==> config.mk <==
export PLATFORM = sky130hd
export DESIGN_NAME = dff_chain_ctrl
export DESIGN_NICKNAME = d
export VERILOG_FILES = /design/src/rtl/dff_chain_pkg.sv /design/src/rtl/dff_chain_ctrl.sv
export SDC_FILE = /design/constraint.sdc
export NUM_CORES = 1
export LEC_CHECK = 0
export CORE_MARGIN = 4
export CORE_UTILIZATION = 35
export CTS_BUF_LIST = sky130_fd_sc_hd__clkbuf_2
export CTS_CLUSTER_DIAMETER = 60
export CTS_CLUSTER_SIZE = 24
export DETAILED_ROUTE_END_ITERATION = 8
export DONT_BUFFER_PORTS = 1
export GPL_TIMING_DRIVEN = 0
export PLACE_DENSITY_LB_ADDON = 0.05
export SYNTH_ARGS = -nofsm -noshare
export SYNTH_HDL_FRONTEND = slang
export SYNTH_SLANG_ARGS = --single-unit
==> constraint.sdc <==
create_clock -name clk -period 3 [get_ports clk]
set_clock_uncertainty 0.05 [all_clocks]
set_input_delay 0.6 -clock clk [delete_from_list [all_inputs] [get_ports clk]]
set_output_delay 0.6 -clock clk [all_outputs]
set_load 0.05 [all_outputs]
==> src/rtl/dff_chain_pkg.sv <==
// Shared types and sizing helpers for the flip-flop chain sequencer.
package dff_chain_pkg;

    typedef enum logic [1:0] {
        IDLE  = 2'd0,
        CLEAR = 2'd1,
        SHIFT = 2'd2,
        DONE  = 2'd3
    } state_t;

    // Counter width able to hold WIDTH+DEPTH without wrapping.
    function automatic int cnt_w(input int width, input int depth);
        return $clog2(width + depth + 1);
    endfunction

endpackage

==> src/rtl/dff_chain_ctrl.sv <==
// Loopback sequencer: clears the chain, shifts a word in MSB first and
// captures it at the tail, reporting whether the round trip was intact.
module dff_chain_ctrl
    import dff_chain_pkg::*;
#(
    parameter int WIDTH = 8,
    parameter int DEPTH = 4
) (
    input  logic             clk,
    input  logic             rst,
    input  logic             start,
    input  logic [WIDTH-1:0] word_in,
    input  logic             chain_q,
    output logic             chain_d,
    output logic             chain_rst,
    output logic             busy,
    output logic             done,
    output logic [WIDTH-1:0] word_out,
    output logic             match
);

    localparam int CW = cnt_w(WIDTH, DEPTH);

    localparam logic [CW-1:0] CNT_ZERO      = CW'(0);
    localparam logic [CW-1:0] CNT_ONE       = CW'(1);
    localparam logic [CW-1:0] CNT_FIRST_CAP = CW'(DEPTH);
    localparam logic [CW-1:0] CNT_TX_LAST   = CW'(WIDTH - 1);
    localparam logic [CW-1:0] CNT_LAST      = CW'(WIDTH + DEPTH - 1);

    // Bit of v sent at position idx (MSB first); out-of-range positions read 0.
    function automatic logic pick_bit(input logic [WIDTH-1:0] v, input logic [CW-1:0] idx);
        logic b;
        b = 1'b0;
        for (int i = 0; i < WIDTH; i++) begin
            if (idx == CW'(i)) begin
                b = v[WIDTH-1-i];
            end else begin
                b = b;
            end
        end
        return b;
    endfunction

    state_t           state_r;
    state_t           state_nxt_s;
    logic [CW-1:0]    cnt_r;
    logic [CW-1:0]    cnt_nxt_s;
    logic [CW-1:0]    tx_idx_s;
    logic [WIDTH-1:0] tx_reg_r;
    logic [WIDTH-1:0] tx_nxt_s;
    logic [WIDTH-1:0] rx_reg_r;
    logic [WIDTH-1:0] rx_nxt_s;
    logic [WIDTH-1:0] rx_shift_s;
    logic             tx_bit_s;
    logic             chain_d_nxt_s;
    logic             busy_nxt_s;
    logic             done_nxt_s;
    logic             word_upd_s;

    if (WIDTH == 1) begin : g_rx_one
        assign rx_shift_s = chain_q;
    end else begin : g_rx_many
        assign rx_shift_s = {rx_reg_r[WIDTH-2:0], chain_q};
    end

    // The bit driven next cycle: MSB when leaving CLEAR, otherwise position cnt+1.
    assign tx_idx_s  = (state_r == SHIFT) ? (cnt_r + CNT_ONE) : CNT_ZERO;
    assign tx_bit_s  = pick_bit(tx_reg_r, tx_idx_s);
    assign chain_rst = rst | (state_r == CLEAR);

    // Next-state, counter, shift-register and output-register decode.
    always_comb begin
        state_nxt_s   = state_r;
        cnt_nxt_s     = cnt_r;
        tx_nxt_s      = tx_reg_r;
        rx_nxt_s      = rx_reg_r;
        chain_d_nxt_s = 1'b0;
        busy_nxt_s    = 1'b0;
        done_nxt_s    = 1'b0;
        word_upd_s    = 1'b0;

        case (state_r)
            IDLE: begin
                if (start) begin
                    tx_nxt_s    = word_in;
                    state_nxt_s = CLEAR;
                    busy_nxt_s  = 1'b1;
                end else begin
                    state_nxt_s = IDLE;
                    busy_nxt_s  = 1'b0;
                end
            end
            CLEAR: begin
                cnt_nxt_s     = CNT_ZERO;
                state_nxt_s   = SHIFT;
                busy_nxt_s    = 1'b1;
                chain_d_nxt_s = tx_bit_s;
            end
            SHIFT: begin
                busy_nxt_s = 1'b1;
                if (cnt_r >= CNT_FIRST_CAP) begin
                    rx_nxt_s = rx_shift_s;
                end else begin
                    rx_nxt_s = rx_reg_r;
                end
                if (cnt_r == CNT_LAST) begin
                    state_nxt_s   = DONE;
                    done_nxt_s    = 1'b1;
                    word_upd_s    = 1'b1;
                    chain_d_nxt_s = 1'b0;
                end else begin
                    cnt_nxt_s = cnt_r + CNT_ONE;
                    if (cnt_r < CNT_TX_LAST) begin
                        chain_d_nxt_s = tx_bit_s;
                    end else begin
                        chain_d_nxt_s = 1'b0;
                    end
                end
            end
            DONE: begin
                state_nxt_s = IDLE;
                busy_nxt_s  = 1'b0;
            end
            default: begin
                state_nxt_s = IDLE;
                busy_nxt_s  = 1'b0;
            end
        endcase
    end

    // State, datapath and registered outputs; reset aborts without a done pulse.
    always_ff @(posedge clk) begin
        if (rst) begin
            state_r  <= IDLE;
            cnt_r    <= CNT_ZERO;
            tx_reg_r <= {WIDTH{1'b0}};
            rx_reg_r <= {WIDTH{1'b0}};
            chain_d  <= 1'b0;
            busy     <= 1'b0;
            done     <= 1'b0;
            word_out <= {WIDTH{1'b0}};
            match    <= 1'b0;
        end else begin
            state_r  <= state_nxt_s;
            cnt_r    <= cnt_nxt_s;
            tx_reg_r <= tx_nxt_s;
            rx_reg_r <= rx_nxt_s;
            chain_d  <= chain_d_nxt_s;
            busy     <= busy_nxt_s;
            done     <= done_nxt_s;
            if (word_upd_s) begin
                word_out <= rx_nxt_s;
                match    <= (rx_nxt_s == tx_reg_r);
            end else begin
                word_out <= word_out;
                match    <= match;
            end
        end
    end

endmodule

# [Word-level counts from Yosys, hierarchy flattened]
# Index checks and enable logic that the tools add are counted.
[word_totals] ff_bits=34 inputBits=12 wordCells=56 output_inout_bits=13
[classes] n_reduce_logical=6 muxes=23 n_eq_ne=14 add_sub_neg=1 bitwise=1 order_cmp=2
[ops] operator="4-bit by 3-bit == test with 1-bit output (second input constant)" n=4
[ops] operator="8-bit two-way mux" n=2
[ops] operator="1-bit two-way mux" n=14
[ops] operator="4-bit by 2-bit == test with 1-bit output (second input constant)" n=2
[ops] operator="8-bit == test" n=1
[ops] operator="4-bit two-way mux" n=2
[ops] operator="2-bit case mux with 4 select lines" n=1
[ops] operator="4-bit case mux with 2 select lines" n=1
[ops] operator="4-bit by 1-bit adder with 4-bit output (second input constant)" n=1
[ops] operator="2-bit == test (second input constant)" n=2
[ops] operator="4-bit by 1-bit == test with 1-bit output (second input constant)" n=1
[ops] operator="4-bit == test (second input constant)" n=1
[ops] operator="4-bit by 3-bit greater-or-equal comparator with 1-bit output (second input constant)" n=1
[ops] operator="4-bit logical NOT" n=1
[ops] operator="4-bit by 3-bit < comparator with 1-bit output (second input constant)" n=1
[ops] operator="2-bit AND reduction" n=2
[ops] operator="1-bit case mux with 3 select lines" n=1
[ops] operator="2-bit by 1-bit == test with 1-bit output (second input constant)" n=1
[ops] operator="2-bit logical NOT" n=1
[ops] operator="2-bit two-way mux" n=1
[ops] operator="2-bit by 1-bit != test with 1-bit output (second input constant)" n=1
[ops] operator="2-bit != test (second input constant)" n=1
[ops] operator="1-bit case mux with 2 select lines" n=1
[ops] operator="2-bit nonzero test" n=1
[ops] operator="other kinds (2)" n=2

# [Longest topological paths before layout]
# Gate-level depths: netlist (run 1).
[depth] depth_word=14 mapped_depth=10 depth_no_buf=7

# [Worst setup path before layout (run 1)]
# OpenSTA, ideal clock, no wires.
[synth_timing] path_kind="input -> output" from="in rst" to="out chain_rst" n_path_buf=1 path_stages=2 t_arrival_ns=1.153 t_required_ns=2.350 slack_ns=1.197 path_cell_list="clkbuf_1 > or2_2"
[synth_between] elab_chain_len=1
[synth_rtl] element="from (decl)" line_no="dff_chain_ctrl.sv:10" source="input logic rst,"
[synth_rtl] element="1-bit bitwise OR" line_no="dff_chain_ctrl.sv:69" source="assign chain_rst = rst | (state_r == CLEAR);"
[synth_rtl] element="to (decl)" line_no="dff_chain_ctrl.sv:15" source="output logic chain_rst,"
# Every way passes these cells.

# [Worst setup path in the final report (run 1)]
[layout_timing] from="reg state_r[1]" to="out chain_rst"
[layout_between] elab_chain_len=2
[layout_rtl] element="from (decl)" line_no="dff_chain_ctrl.sv:44" source="state_t state_r;"
[layout_rtl] element="from (signal assigned)" line_no="dff_chain_ctrl.sv:144" source="state_r <= state_nxt_s;"
[layout_rtl] element="2-bit by 1-bit == test with 1-bit output" line_no="dff_chain_ctrl.sv:69"
[layout_rtl] element="1-bit bitwise OR" line_no="dff_chain_ctrl.sv:69"
# Every way passes these cells.

==> summary.txt, run 1 <==
STA
  – Slew @ Worst Pin: 0.540 ns
  – Max-Slew Margin vs Limit: 0.640
  – Final WS setup: 0.900 ns
  – Unrepaired setup endpoints after global routing: false
  – Fmax: 476 MHz
  – Period utilization: 0.700
  – Setup TNS: 0 ns
  – Final setup fails: 0
  – Pins Over Slew Limit: 0
  – Final hold violation count: 0
  – Min Tclk post-route: 2.10 ns

Logic synthesis
  – Async set-reset flop share out of synthesis: 0
  – Register area share after synthesis: 0.404
  – Top FF cell, synth: dfxtp_1
  – EDFF count, synth: 0
  – Synth Net Count: 212
  – Yosys reg bits: 34
  – Ys Warns: 0
  – Post-Syn Instances: 195
  – Synthesized area per cell: 8.64 µm²
  – Cell Area, Synth: 1690 µm²
  – Synth unique cells: 39

Pwr
  – Worst IR Drop VDD: 0.000285 V
  – Leakage power: 0.648 nW
  – Design Power: 1.03 mW
  – PwrDens: 579 nW/µm²

Place
  – Placement Setup Slack: 1.00 ns
  – PortBufs: 0
  – RePlAce Congestion: 0.817
  – Dpl hpwl: 2.93 mm

Critical path
  – Startpoint types: flip-flop
  – CP Max Fanout: 3
  – Worst reg2reg path depth: 7
  – Worst EP required: 2.35 ns
  – WP data arrival: 1.45 ns
  – CP endpoint kind: primary output
  – Critical path type: flip-flop to primary output

Route
  – Drt wl/cell: 15.4 µm
  – First DRT Iteration DRCs: 133
  – Final ANT Viol Nets: 0
  – Vias per inst: 5.44
  – Drt drc: 0
  – Vias: 1377
  – Detailed Routing Iterations Pass 1: 4
  – Routed WL: 3.89 mm

Clock network
  – Clk sink count: 34
  – Root Buffer: clkbuf_2
  – Worst-Skew Late Latency: 0.35 ns
  – Htree depth: 2
  – Deepest clock path buffer count: 2
  – Clk slew on worst S/H paths: 0.16 ns
  – Cts repair resizes: 0
  – Post-CTS Hold Fix Bufs: 0
  – CTS tree: yes
  – Post-CTS Setup Repair Bufs: 0
  – CTS Buf Count: 5

Global routing
  – Largest net degree at the start of global routing: 11
  – Gr ovfl total: 0
  – Global-route wire length before repair: 6.54 mm
  – Vias in the first global route: 1326
  – Tot GR Track Use: 0.137
  – Initial antenna violation count: 0

Hold path
  – Worst Hold Path Cells: 2
  – Hold Path Class: primary input to flip-flop

Finish
  – ANT cells: 0
  – Most common cell after layout, fill and taps aside: dfxtp_1
  – Number of fill cells in the layout: 469
  – Commonest cells after routing, fill and taps aside: dfxtp_1, nor2_1, a21oi_1
  – Layout area overhead: 5.57%
  – Layout cells sized above 1: 0.0896
  – Nets@finish: 219

Floorplanning
  – Row Count: 24
  – # IOs: 25
  – CORE AREA: 4500 µm²
  – Full die area: 5990 µm²
  – Initial Util: 0.374
  – Die X-Extent: 77.4 µm
  – Chip height: 77.4 µm

Flow run
  – Max-Cap Viols: 0

Outcome
  – Status: completed
[sequential cells by signal, summed over array words and instances (netlist names)]
register,cells
match,1
rx_reg_r,8
state_r,2
word_out,8
cnt_r,4
done,1
tx_reg_r,8
busy,1
chain_d,1
[critical path, stage by stage, from the launching register on]
cell	delay, ns
dfxtp_1	0.39
inv_1	0.09
ha_1	0.20
or2_2	0.43
[cells by family (layout without fill, tap and decap cells)]
kind of cell	Yosys count	count (layout)	synth area share
buffers and inverters	23	29	0.0720
adder cells (fa/ha/maj)	5	5	0.0371
XOR/XNOR	3	3	0.0156
multiplexers	9	9	0.0609
flip-flops	34	34	0.404
AO/OA/AOI/OAI	48	48	0.195
AND/OR/NAND/NOR	73	73	0.215
[routing by layer]
| metal | up-vias | share of wire | wire, µm | global-route usage |
|---|---|---|---|---|
| li1 | 699 | - | - | - |
| met1 | 643 | 0.51 | 1990 | 0.195 |
| met2 | 33 | 0.42 | 1640 | 0.193 |
| met3 | 2 | 0.062 | 241 | 0.0463 |
| met4 | 0 | 0.0054 | 21 | 0.0480 |
| met5 | - | 0 | 0 | 0 |
[synthesized netlist by cell type (all sizes together) (2+ instances only)]
library cell  number  area share
ha                 5       0.037
nor2b              5       0.019
a22oi              2      0.0089
clkbuf             6       0.013
nor2              26       0.058
a32oi              2       0.010
a221oi             2       0.010
o21ai              9       0.033
a21oi             15       0.045
nor3b              2      0.0089
a211oi             9       0.040
inv               10       0.022
buf                7       0.036
nand2             14       0.031
dfxtp             34        0.40
mux2i              8       0.048
nand3             11       0.033
nand2b            10       0.042
xnor2              2       0.010
[worst paths after layout]
path / start / end / slack [ns]
min reg2reg: tx_reg_r[5] / tx_reg_r[5] / 0.48
max reg2reg: cnt_r[0] / match / 0.93
min: word_in[3] / tx_reg_r[3] / 0.33
max: state_r[1] / chain_rst / 0.90
[stage by stage]
| step | instances | util | hold slack [ns] | area [µm²] |
|---|---|---|---|---|
| floorplan | 195 | - | 0.408 | 1690 |
| CTS | 253 | 0.395 | 0.302 | 1780 |
| global route | 253 | 0.395 | 0.276 | 1780 |
| detailed placement | 247 | 0.389 | 0.456 | 1750 |
| finish | 253 | 0.395 | 0.328 | 1780 |
| global placement | 247 | 0.389 | 0.453 | 1750 |
[where the power goes]
group / switching [mW] / internal, mW
clock network: 0.139 / 0.0466
registers: 0.0561 / 0.486
logic: 0.188 / 0.114
total: 0.383 / 0.647
[cell type report]
cell class / count / area [µm²] / area share
Multi-Input combinational cell: 138 / 883 / 0.496
Inverter: 10 / 37.5 / 0.0211
Sequential cell: 34 / 681 / 0.383
Tap cell: 52 / 65.1 / 0.0366
Clock inverter: 1 / 3.75 / 0.00211
Buffer: 13 / 83.8 / 0.0471
Clock buffer: 5 / 25.0 / 0.0141
No activity file was read; power rests on OpenSTA's default activity.
==> run 2: changes to the inputs <==
Clock period 3 ns to 1.83 ns, I/O delays scaled along.
==> run 2 against run 1 <==
  * The flow now finishes with violations (negative setup slack)
  * Routed wire length is 9.4% higher
  * Design area rose by 14%
  * Largest cell class unchanged
  * Sequential power up 68%
  * Critical path depth grew 7
  * Highest routed layer unchanged
  * Total power grew 79%
  * Cell count rose by 5.9%
  * Register-to-register slack got worse by 0.95 ns
  * Combinational power rose by 110%
==> summary.txt, run 2 (synthesis results as in run 1) <==
Finish
  – Layout Cell Area excl Fill: 2030 µm² (+14%)
  – Biggest registers after layout: rx_reg_r x8, tx_reg_r x8, word_out x8
  – Layout cells sized above 1: 0.218 (+0.128)
  – Layout area overhead: 20.5%
  – ANT cells: 0 (unchanged)
  – Non-filler cells, final: 268 (+5.9%)
  – Nets@finish: 234 (+6.8%)
  – Commonest cells after routing, fill and taps aside: dfxtp_1, nor2_1, buf_4, a21oi_1, nand2_1
  – Finished Core Util: 0.451 (+0.0558)
  – Most common cell after layout, fill and taps aside: dfxtp_1

Route
  – Drt drc: 0 (unchanged)
  – Vias: 1462 (+6.2%)
  – Routed WL: 4.26 mm (+9.4%)
  – Vias per inst: 5.46 (+0.23%)
  – Final ANT Viol Nets: 0 (unchanged)
  – First DRT Iteration DRCs: 86 (-35%)
  – Drt wl/cell: 15.9 µm (+3.2%)
  – Detailed Routing Iterations Pass 1: 4 (unchanged)

Clock network
  – Clk sink count: 34 (unchanged)
  – Htree depth: 2 (unchanged)
  – Clk slew on worst S/H paths: 0.16 ns (about the same)
  – CTS tree: yes
  – Root Buffer: clkbuf_2
  – CTS Buf Count: 5 (unchanged)
  – Deepest clock path buffer count: 2 (unchanged)
  – Post-CTS Hold Fix Bufs: 0 (unchanged)
  – Worst-Skew Late Latency: 0.35 ns (about the same)

Critical path
  – R2r setup slk: -0.02 ns (-0.95 ns)
  – Max incr delay on CP: 0.39 ns (-0.04 ns)
  – Startpoint types: flip-flop
  – CP startpoint: state_r[0]
  – Critical path type: flip-flop to flip-flop
  – RR Startpoint: state_r[0]
  – Crit path buf inv count: 4 (+3)
  – Crit path to: match
  – CP endpoint kind: flip-flop
  – CP Max Fanout: 6 (+3)
  – CP Depth: 10 (+7)
  – Family with the most delay on the worst path: buffers and inverters
  – Critical path cell sequence: inv_4 -> ha_4 -> buf_6 -> o21ai_4 -> buf_6 -> buf_8 -> a21oi_4 -> nor4_4 -> o2111ai_2 -> o32ai_2
  – Worst R2R End: match
  – Worst EP required: 2.04 ns (-0.31 ns)
  – Worst reg2reg path depth: 10 (+3)
  – Most frequent CP cell: buf_6
  – WP data arrival: 2.05 ns (+0.60 ns)
  – Slowest cell on the critical path: dfxtp_2

Floorplanning
  – Initial Util: 0.374 (unchanged)
  – Chip height: 77.4 µm (unchanged)
  – CORE AREA: 4500 µm² (unchanged)
  – Full die area: 5990 µm² (unchanged)
  – # IOs: 25 (unchanged)
  – Die X-Extent: 77.4 µm (unchanged)
  – Row Count: 24 (unchanged)

STA
  – WHS: 0.0920 ns (-0.236 ns)
  – Final hold violation count: 0 (unchanged)
  – Period utilization: 1.01
  – Min Tclk post-route: 1.85 ns
  – Unrepaired setup endpoints after global routing: true
  – Max-Slew Margin vs Limit: 0.627 (-0.0131)
  – Fmax: 542 MHz
  – Pins Over Slew Limit: 0 (unchanged)
  – Final setup fails: 1 (+1)
  – Slew @ Worst Pin: 0.560 ns (+0.0196 ns)
  – Final WS setup: -0.0151 ns (-0.915 ns)
  – Setup TNS: -0.0151 ns (-0.0151 ns)

Place
  – PortBufs: 0 (unchanged)
  – RePlAce Congestion: 0.817 (unchanged)
  – Dpl cells: 247 (unchanged)
  – Dpl hpwl: 2.93 mm (unchanged)
  – Placement Setup Slack: -0.169 ns (-1.17 ns)
  – Area of placed instances: 1750 µm² (unchanged)

Pwr
  – Design Power: 1.84 mW (+79%)
  – PwrDens: 907 nW/µm² (+57%)
  – Worst IR Drop VDD: 0.000482 V (+69%)
  – Leakage power: 0.722 nW (+11%)

Hold path
  – Hold Path Class: primary input to flip-flop
  – HP Start: word_in[3]

Global routing
  – Gr ovfl total: 0 (unchanged)
  – Tot GR Track Use: 0.139 (+0.00199)
  – Initial antenna violation count: 0 (unchanged)
  – Global-route wire length before repair: 6.65 mm (+1.7%)
  – Vias in the first global route: 1357 (+2.3%)
  – Largest net degree at the start of global routing: 11 (unchanged)

Outcome
  – Status: finished, violations left
  – Failing checks: negative setup slack

Flow run
  – Max-Cap Viols: 0 (unchanged)
==> run 2: changes by cell type in the layout (fill, tap and decap cells not counted), moves of 2 or more <==
| cell | delta |
|---|---|
| buf_4 | +11 |
| mux2i_1 | -2 |
| dfxtp_4 | +2 |
| buf_6 | +2 |
| mux2i_4 | +2 |
| ha_1 | -4 |
| dfxtp_1 | -3 |
| ha_2 | +3 |
==> run 2: worst register-to-register path: stages (launching register included) <==
cell	delay, ns
dfxtp_2	0.39
inv_4	0.05
ha_4	0.15
buf_6	0.12
o21ai_4	0.08
buf_6	0.15
buf_8	0.11
a21oi_4	0.04
nor4_4	0.32
o2111ai_2	0.16
o32ai_2	0.14
==> run 2: repair_timing <==
item | in CTS | in global routing
cloned | 0 | 0
setup endpoints to repair | 3 | 2
buffers inserted | 3 | 12
resized for setup | 10 | 19
pin swaps | 1 | 8
==> run 2: worst min-delay path by stage <==
stage,endpoint,slack (ns),depth (start not counted)
after CTS,tx_reg_r[3],0.07,2
after floorplan,tx_reg_r[5],0.41,2
after global placement,cnt_r[1],0.45,2
final,tx_reg_r[3],0.09,2
after detailed placement,cnt_r[1],0.46,2
after global routing,tx_reg_r[3],0.04,2
==> run 2: report_power, final <==
| group | switching (mW) | internal, mW |
|---|---|---|
| clock network | 0.230 | 0.0763 |
| logic | 0.349 | 0.277 |
| registers | 0.103 | 0.805 |
| total | 0.682 | 1.16 |
==> run 2: per-layer routing <==
metal,part of all wire,global-route usage
met1,0.50,0.194
met2,0.45,0.203
met3,0.040,0.0463
met4,0.0045,0.0463
met5,0,0
==> run 2: area by class of cell <==
class                   instances  area [µm²]
fillers                       458        2470
inverters                      10        40.0
multi-input cells             138         983
repair buffers                 15         129
plain buffers                  13        95.1
clock buffers                   5        25.0
well taps                      52        65.1
clock inverters                 1        3.75
flip-flops and latches         34         689
==> run 3: changes to the inputs <==
Settings changed: PLACE_DENSITY from default to 0.6, PLACE_DENSITY_LB_ADDON 0.05 to default.
==> run 3 against run 2 <==
  * The flow now finishes without violations
  * Sequential cell count unchanged
  * Worst hold slack worse by 0.036 ns
  * Highest routed layer unchanged
  * Sequential share of layout area increased by 0.34 points
  * Setup slack improved by 0.041 ns
  * Clock power up 17%
  * Sequential power hardly changed
  * Via count shrank 1.6%
  * Total power is 0.36% lower
  * Global-route usage grew 0.081 points
  * Count of clock-buffer cells in the layout increased by 1
  * Cell count down 0.75%
  * Critical path depth decreased by 1
==> summary.txt, run 3 (synthesis results as in run 1) <==
Outcome
  – Status: completed

Global routing
  – Vias in the first global route: 1352 (-0.37%)
  – Tot GR Track Use: 0.140 (+0.000805)
  – Gr ovfl total: 0 (unchanged)
  – Gr busiest metal: met2
  – Met1 GRT Util: 0.179 (-0.0143)
  – Global Route met3 Usage: 0.0417 (-0.00463)
  – Initial antenna violation count: 0 (unchanged)
  – GR Util met2: 0.222 (+0.0190)
  – Global-route wire length before repair: 6.75 mm (+1.5%)
  – Largest net degree at the start of global routing: 11 (unchanged)

Clock network
  – Root Buffer: clkbuf_2
  – Deepest clock path buffer count: 2 (unchanged)
  – Worst-Skew Late Latency: 0.39 ns (+0.04 ns)
  – Clk sink count: 34 (unchanged)
  – CTS Buf Count: 5 (unchanged)
  – CTS tree: yes
  – Clk slew on worst S/H paths: 0.17 ns (about the same)
  – Htree depth: 2 (unchanged)

Place
  – PortBufs: 0 (unchanged)
  – Placement Setup Slack: -0.132 ns (+0.0373 ns)
  – RePlAce Congestion: 0.821 (+0.49%)
  – Dpl hpwl: 2.83 mm (-3.3%)
  – Area of placed instances: 1750 µm² (unchanged)

Critical path
  – Critical path type: flip-flop to flip-flop
  – CP endpoint kind: flip-flop
  – Worst EP required: 2.09 ns (+0.05 ns)
  – Slowest cell on the critical path: dfxtp_2
  – Startpoint types: flip-flop
  – Max incr delay on CP: 0.38 ns (about the same)
  – Critical path cell sequence: inv_2 -> ha_4 -> buf_6 -> o21ai_4 -> buf_12 -> mux2i_4 -> o22ai_1 -> a211o_1 -> o32ai_2
  – WP data arrival: 2.07 ns (+0.02 ns)
  – CP Max Fanout: 5 (-1)

Route
  – Routed WL: 4.27 mm (+0.38%)
  – Final ANT Viol Nets: 0 (unchanged)
  – First DRT Iteration DRCs: 67 (-22%)
  – Vias: 1439 (-1.6%)
  – Drt wl/cell: 16.1 µm (+1.1%)
  – Detailed Routing Iterations Pass 1: 4 (unchanged)
  – Vias per inst: 5.41 (-0.83%)
  – Drt drc: 0 (unchanged)

Floorplanning
  – CORE AREA: 4500 µm² (unchanged)
  – Initial Util: 0.374 (unchanged)
  – Full die area: 5990 µm² (unchanged)
  – Chip height: 77.4 µm (unchanged)
  – Row Count: 24 (unchanged)
  – # IOs: 25 (unchanged)
  – Die X-Extent: 77.4 µm (unchanged)

Finish
  – Multi-input logic area: 982 µm² (-0.13%)
  – Finished Core Util: 0.446 (-0.00444)
  – Most common cell after layout, fill and taps aside: dfxtp_1
  – Nets@finish: 230 (-1.7%)
  – Layout cells sized above 1: 0.229 (+0.0114)
  – Layout Cell Area excl Fill: 2010 µm² (-0.99%)
  – Number of fill cells in the layout: 442 (-3.5%)
  – FF/Latch Area: 689 µm² (unchanged)
  – ANT cells: 0 (unchanged)
  – Commonest cells after routing, fill and taps aside: dfxtp_1, nor2_1, nand2_1
  – Biggest registers after layout: rx_reg_r x8, tx_reg_r x8, word_out x8
  – Layout area overhead: 19.3%

STA
  – Pins Over Slew Limit: 0 (unchanged)
  – Final setup fails: 0 (-1)
  – Final WS setup: 0.0261 ns (+0.0412 ns)
  – Final hold violation count: 0 (unchanged)
  – Period utilization: 0.986 (-0.0225)
  – Max-Slew Margin vs Limit: 0.634 (+0.00766)
  – Min Tclk post-route: 1.80 ns (-0.0412 ns)
  – Slew @ Worst Pin: 0.549 ns (-0.0115 ns)
  – Unrepaired setup endpoints after global routing: true
  – Fmax: 554 MHz (+2.3%)

Pwr
  – Worst IR Drop VDD: 0.000467 V (-3.2%)
  – Leakage power: 0.708 nW (-2.0%)
  – PwrDens: 912 nW/µm² (+0.63%)

Flow run
  – Max-Cap Viols: 0 (unchanged)

Hold path
  – Hold Path Class: primary input to flip-flop
==> run 3: final cells by class <==
type                            instances  area share
Buffer                                 13      0.0473
Timing Repair Buffer                   11      0.0510
Multi-Input combinational cell        138       0.488
Clock buffer                            6      0.0149
Sequential cell                        34       0.343
Clock inverter                          2     0.00436
Tap cell                               52      0.0324
Inverter                               10      0.0187
==> run 3: power breakdown <==
| part | switching, mW | total [mW] | internal [mW] |
|---|---|---|---|
| clock | 0.264 | 0.357 | 0.0939 |
| sequential | 0.103 | 0.909 | 0.805 |
| combinational | 0.330 | 0.568 | 0.239 |
| total | 0.697 | 1.83 | 1.14 |
==> run 3: worst max-delay path: cells and delay by family (launching register included) <==
kind	cells	cell delay, ns
fa+ha+maj	1	0.15
flops	1	0.38
buf+inv	3	0.31
mux	1	0.25
compound gates	4	0.59
==> run 3: timing repair <==
item                       4_1_cts  5_1_grt
pin swaps                        0        8
gates resized for setup          7       26
cloned                           0        1
hold endpoints to repair         0        0
setup endpoints to repair        3        8
hold buffers                     0        0
buffers inserted                 1        9
==> run 3: final timing paths <==
kind	start	endpoint	slack, ns	cells after the start
max reg2reg	state_r[0]	match	0.03	9
min reg2reg	cnt_r[0]	cnt_r[0]	0.48	2
min	word_in[7]	tx_reg_r[7]	0.06	2
max	state_r[0]	match	0.03	9
==> run 3: through the flow <==
stage	power (mW)	hold WS, ns	instances	setup TNS [ns]
2_1_floorplan	1.28	0.408	195	0
3_3_place_gp	1.39	0.445	247	-0.121
3_5_place_dp	1.40	0.457	247	-0.148
4_1_cts	1.77	0.0431	256	0
5_1_grt	1.97	0.0253	266	-0.0466
6_report	1.83	0.0562	266	0
==> run 3: metal layers <==
layer / vias to the layer above / wire length, µm
li1: 716 / -
met5: - / 0
met3: 7 / 264
met4: 0 / 76
met1: 665 / 1930
met2: 51 / 2000
